===== config.mk =====
export PLATFORM = sky130hd
export DESIGN_NAME = uart_cmd_ctrl
export DESIGN_NICKNAME = d
export VERILOG_FILES = /design/src/rtl/uart_cmd_pkg.sv /design/src/rtl/uart_gap_timer.sv /design/src/rtl/uart_cmd_ctrl.sv
export SDC_FILE = /design/constraint.sdc
export NUM_CORES = 1
export LEC_CHECK = 0
export BUFFER_PORTS_ARGS = -buffer_cell sky130_fd_sc_hd__buf_2
export CAP_MARGIN = 20
export CORE_ASPECT_RATIO = 0.8
export CORE_UTILIZATION = 45
export DETAILED_ROUTE_END_ITERATION = 8
export MAX_ROUTING_LAYER = met4
export SLEW_MARGIN = 20
export SYNTH_ARGS = -nofsm -noshare
export SYNTH_HDL_FRONTEND = slang
export SYNTH_SLANG_ARGS = --single-unit
export TNS_END_PERCENT = 10

===== constraint.sdc =====
create_clock -name i_Clock -period 5.1 [get_ports i_Clock]
set_clock_uncertainty 0.05 [all_clocks]
set_input_delay 1.53 -clock i_Clock [delete_from_list [all_inputs] [get_ports i_Clock]]
set_output_delay 1.53 -clock i_Clock [all_outputs]
set_load 0.01 [all_outputs]

===== src/rtl/uart_cmd_pkg.sv =====
// Shared constants and encodings for the UART register-write command sequencer.
package uart_cmd_pkg;

  localparam logic [7:0]  SYNC_BYTE = 8'h55;
  localparam int unsigned FRAME_LEN = 5;

  typedef enum logic [2:0] {
    StIdle   = 3'd0,
    StAddr   = 3'd1,
    StDhi    = 3'd2,
    StDlo    = 3'd3,
    StCksum  = 3'd4,
    StCommit = 3'd5
  } cmd_state_e;

  // Byte position of each field within a command frame.
  typedef enum logic [2:0] {
    FieldSync   = 3'd0,
    FieldAddr   = 3'd1,
    FieldDataHi = 3'd2,
    FieldDataLo = 3'd3,
    FieldCksum  = 3'(FRAME_LEN - 1)
  } cmd_field_e;

  // States in which the frame is still collecting bytes and the gap timer runs.
  function automatic logic in_frame(cmd_state_e s);
    return s inside {StAddr, StDhi, StDlo, StCksum};
  endfunction

endpackage


===== src/rtl/uart_gap_timer.sv =====
// Inter-byte gap counter: counts enabled, uncleared clocks and pulses on the terminal count.
module uart_gap_timer (
  input  logic        i_Clock,
  input  logic        i_Reset_n,
  input  logic        enable_i,
  input  logic        clear_i,
  input  logic [15:0] terminal_i,
  output logic        expire_o
);

  logic [15:0] cnt_q, cnt_d;

  // A clear in the terminal cycle suppresses the pulse, so an arriving byte wins.
  assign expire_o = enable_i && !clear_i && (cnt_q == terminal_i - 16'd1);

  always_comb begin
    cnt_d = cnt_q + 16'd1;
    if (clear_i || !enable_i || expire_o) begin
      cnt_d = '0;
    end
  end

  always_ff @(posedge i_Clock or negedge i_Reset_n) begin
    if (!i_Reset_n) begin
      cnt_q <= '0;
    end else begin
      cnt_q <= cnt_d;
    end
  end

endmodule


===== src/rtl/uart_cmd_ctrl.sv =====
// Frames the UART byte stream into SYNC/ADDR/DATA_HI/DATA_LO/CKSUM register writes,
// with gap-timeout and checksum error detection and a saturating error counter.
module uart_cmd_ctrl #(
  parameter int unsigned CLKS_PER_BIT = 234,
  parameter int unsigned GAP_BYTES    = 4,
  parameter int unsigned TIMEOUT_CLKS = CLKS_PER_BIT * 10 * GAP_BYTES
) (
  input  logic        i_Clock,
  input  logic        i_Reset_n,
  input  logic        i_Rx_DV,
  input  logic [7:0]  i_Rx_Byte,
  input  logic        i_Rx_Active,
  output logic        o_Wr_En,
  output logic [7:0]  o_Wr_Addr,
  output logic [15:0] o_Wr_Data,
  output logic        o_Busy,
  output logic        o_Err_Cksum,
  output logic        o_Err_Timeout,
  output logic [7:0]  o_Err_Count
);
  import uart_cmd_pkg::*;

  cmd_state_e  state_q, state_d;
  logic [7:0]  addr_sh_q, addr_sh_d;
  logic [15:0] data_sh_q, data_sh_d;
  logic [7:0]  sum_q, sum_d;
  logic        wr_en_q, busy_q, err_cksum_q;
  logic [7:0]  wr_addr_q, err_cnt_q;
  logic [15:0] wr_data_q;
  logic        cksum_err, commit;
  logic        timer_en, timer_clr, timer_expire;

  assign timer_en  = in_frame(state_q);
  assign timer_clr = i_Rx_DV | i_Rx_Active | ~timer_en;

  uart_gap_timer u_gap_timer (
    .i_Clock    (i_Clock),
    .i_Reset_n  (i_Reset_n),
    .enable_i   (timer_en),
    .clear_i    (timer_clr),
    .terminal_i (16'(TIMEOUT_CLKS)),
    .expire_o   (timer_expire)
  );

  always_comb begin
    state_d   = state_q;
    addr_sh_d = addr_sh_q;
    data_sh_d = data_sh_q;
    sum_d     = sum_q;
    cksum_err = 1'b0;
    commit    = 1'b0;
    case (state_q)
      StIdle: begin
        if (i_Rx_DV && i_Rx_Byte == SYNC_BYTE) state_d = StAddr;
      end
      StAddr: begin
        if (i_Rx_DV) begin
          addr_sh_d = i_Rx_Byte;
          sum_d     = i_Rx_Byte;
          state_d   = StDhi;
        end
      end
      StDhi: begin
        if (i_Rx_DV) begin
          data_sh_d[15:8] = i_Rx_Byte;
          sum_d           = sum_q + i_Rx_Byte;
          state_d         = StDlo;
        end
      end
      StDlo: begin
        if (i_Rx_DV) begin
          data_sh_d[7:0] = i_Rx_Byte;
          sum_d          = sum_q + i_Rx_Byte;
          state_d        = StCksum;
        end
      end
      StCksum: begin
        if (i_Rx_DV) begin
          if (i_Rx_Byte == sum_q) begin
            state_d = StCommit;
          end else begin
            cksum_err = 1'b1;
            state_d   = StIdle;
          end
        end
      end
      StCommit: begin
        commit  = 1'b1;
        state_d = StIdle;
      end
      default: state_d = StIdle;
    endcase
    // Expiry only fires without a DV, so it never overrides a byte being taken.
    if (timer_expire) state_d = StIdle;
  end

  always_ff @(posedge i_Clock or negedge i_Reset_n) begin
    if (!i_Reset_n) begin
      state_q     <= StIdle;
      addr_sh_q   <= '0;
      data_sh_q   <= '0;
      sum_q       <= '0;
      wr_en_q     <= 1'b0;
      wr_addr_q   <= '0;
      wr_data_q   <= '0;
      busy_q      <= 1'b0;
      err_cksum_q <= 1'b0;
      err_cnt_q   <= '0;
    end else begin
      state_q     <= state_d;
      addr_sh_q   <= addr_sh_d;
      data_sh_q   <= data_sh_d;
      sum_q       <= sum_d;
      wr_en_q     <= commit;
      busy_q      <= (state_d != StIdle);
      err_cksum_q <= cksum_err;
      if (commit) begin
        wr_addr_q <= addr_sh_q;
        wr_data_q <= data_sh_q;
      end
      if ((cksum_err || timer_expire) && err_cnt_q != 8'hFF) begin
        err_cnt_q <= err_cnt_q + 8'd1;
      end
    end
  end

  assign o_Wr_En       = wr_en_q;
  assign o_Wr_Addr     = wr_addr_q;
  assign o_Wr_Data     = wr_data_q;
  assign o_Busy        = busy_q;
  assign o_Err_Cksum   = err_cksum_q;
  assign o_Err_Timeout = timer_expire;
  assign o_Err_Count   = err_cnt_q;

endmodule


==> metrics <==
clock network latency to the later pin of the worst-skew pair=around 0.36 ns; Cell Pwr Density=478 mW/mm^2; number of synthesized flops with an enable pin=0; dominant cell type by area after synthesis=dfrtp_1; drt pass-1 iters=4; Final WS setup=roughly 0.97 ns; # IOs=48; remaining routing DRC violations=0; Die H=85.7 um; buffer depth of the longest clock path=2; Slew Limit Headroom=43.7%; Core Footprint=0.00848 mm^2; fin area=0.00448 mm^2; WP data arrival=2.55 ns; Final period util=81.1%; Post-Synthesis Cell Area=0.00394 mm^2; top-count cell post-synth=nand2_1; post-synthesis sequential area ratio=between 50% and 60%; clock sinks=86; final setup vio count=0; number of global-route vias before repair=2696; area grow syn2layout=13.6%; CTS root buffer=clkbuf_8; WS Path Type=in -> out; post-CTS setup buffers=0; Required @ worst endpoint=3.52 ns; syn nets=402; Critical-path top delay cell=or4_4; max cap viols=0; CTS HTree Levels=3; gr usage total=19.5%; top_reg_cell synth=dfrtp_1; DR vias=2868; switching share of power=33.3%; combinational share of power=30.4%; TritonCTS Buffers=9; CP cell instances=buf_2 > or4_4 > nor2_1 > buf_2; final wirelength=7.86 mm; final estimated routing congestion in global placement=0.811; final core occ=a little over half; CTS hold repair buffers=0; Hold Path Class=reg -> reg; RSZ-0062 raised after global routing=no; Reg power frac=47.1%; worst-path fanout max=8; Internal Power=0.00143 W; drt wl/cell=14.4 um; P_sw=0.000714 W; # resized after CTS=0; post-synthesis average cell area=10.4 um^2; n_diodes=0; DR vias/cell=5.26; final hold vios=0; Final Critical Period=about 4.1 ns; Yosys warning count=0; CP Capture Type=primary output; Pwr Total=0.00214 W; # nets final=450; initial cell density of the core=46.5%; maximum clock rate=0.242 GHz; Final Max Slew Viols=0; ys async rst share=100%; top cells by count, synth=nand2_1, dfrtp_1, nor2_1; synthesis-stage register bit count=86; clock share of power=22.5%; Post-DP Area=around 0.0043 mm^2; Leakage=about 2.2 nW; share of layout cells above drive strength 1=a little over a fifth; die area=between 0.009 and 0.01 mm^2; slowest stage delay, CP=0.55 ns; total grt overflow=0; Setup Slack @ Placement=0.974 ns; peak supply drop=between 0.15 and 0.2 mV; largest net degree at the start of global routing=68; first-pass GRT wire length=13.4 mm; Worst Tran Pin Value=0.845 ns; initial antenna violation count=0; row count=30; share of the synthesized area in the top cell type=around 55%; Post-Syn Instances=380; setup_tns=0 ns; Synth area leaders=dfrtp_1, nand2_1, mux2_2; Cell variety after synth=46; Port Buffers=47; outcome=completed; post-DP HPWL=5.27 mm; Reg clk slew, reported paths=approximately 0.09 ns; TritonCTS clock tree=built; crit start category=primary input; initial DRC count=115; Die Wd=107 um; remaining antenna violation count=0; Worst path most repeated cell=buf_2
[final timing paths]
kind / slack (ns) / start / endpoint / cells past startpoint
max: 0.97 / i_Rx_DV / o_Err_Timeout / 4
min: 0.41 / data_sh_q[10] / o_Wr_Data[10] / 2
max reg2reg: 2.79 / state_q[1] / data_sh_q[13] / 3
min reg2reg: 0.41 / data_sh_q[10] / o_Wr_Data[10] / 2
max in group asynchronous: 2.97 / i_Reset_n / data_sh_q[2] / 2
min in group asynchronous: 1.21 / i_Reset_n / u_gap_timer.cnt_q[10] / 1
[stage by stage]
stage,instances,hold slack [ns]
CTS,545,0.414
detailed placement,529,0.404
floorplan,380,0.383
global route,545,0.435
finish,545,0.412
global placement,529,0.399
[state kept, by name, summed over array words and instances, names as in the netlist]
| register | count |
|---|---|
| sum_q | 8 |
| state_q | 3 |
| o_Wr_Addr | 8 |
| addr_sh_q | 8 |
| o_Busy | 1 |
| o_Wr_Data | 16 |
| u_gap_timer.cnt_q | 16 |
| o_Wr_En | 1 |
| o_Err_Count | 8 |
| data_sh_q | 16 |
| o_Err_Cksum | 1 |
[placed cells by master, fill, tap and decap left out, types with 7 or more instances in the layout]
master / Yosys / routed
a21oi_1: 11 / 11
buf_2: 1 / 46
clkbuf_8: 0 / 10
dfrtp_1: 86 / 86
ha_1: 9 / 9
inv_1: 9 / 9
mux2_2: 24 / 24
nand2_1: 89 / 89
nand3_1: 7 / 7
nand4_1: 7 / 7
nor2_1: 27 / 27
nor3_1: 7 / 7
o21ai_0: 13 / 13
xnor2_1: 10 / 10
xor2_1: 8 / 8
[power by group through the flow]
| stage | clock network (W) | logic, W | registers [W] |
|---|---|---|---|
| 5_1_grt | 0.000525 | 0.000734 | 0.00104 |
| 3_5_place_dp | 0 | 0.000656 | 0.00102 |
| 3_3_place_gp | 0 | 0.000640 | 0.00102 |
| 4_1_cts | 0.000497 | 0.000658 | 0.00101 |
| 6_report | 0.000482 | 0.000651 | 0.00101 |
| 2_1_floorplan | 0 | 0.000487 | 0.00101 |
[per-layer routing]
| layer | vias up | track usage (%) | part of all wire (%) |
|---|---|---|---|
| met5 | - | - | 0 |
| met3 | 12 | 4.79 | 3.8 |
| met4 | 0 | 6.10 | 1.4 |
| met2 | 56 | 28.3 | 44 |
| li1 | 1403 | - | - |
| met1 | 1397 | 27.0 | 51 |
[critical path, delay by kind of cell]
family                 cells  cell delay [ns]
buffers and inverters      2             0.31
AND/OR/NAND/NOR            2             0.71
[final cells by class]
| class | count | area (um^2) |
|---|---|---|
| flip-flops and latches | 86 | 2150 |
| well taps | 112 | 140 |
| repair buffers | 49 | 253 |
| clock buffers | 10 | 138 |
| inverters | 9 | 33.8 |
| multi-input cells | 273 | 1700 |
| fillers | 791 | 4000 |
| clock inverters | 6 | 61.3 |
[logic make-up after synthesis]
group | Yosys count | synth area share [%]
flops | 86 | 54.6
simple gates | 167 | 19.5
xor+xnor | 18 | 4.00
buf+inv | 21 | 2.32
compound gates | 49 | 8.09
mux | 29 | 8.15
fa+ha+maj | 10 | 3.36
Power figures use the tool's default switching activity.
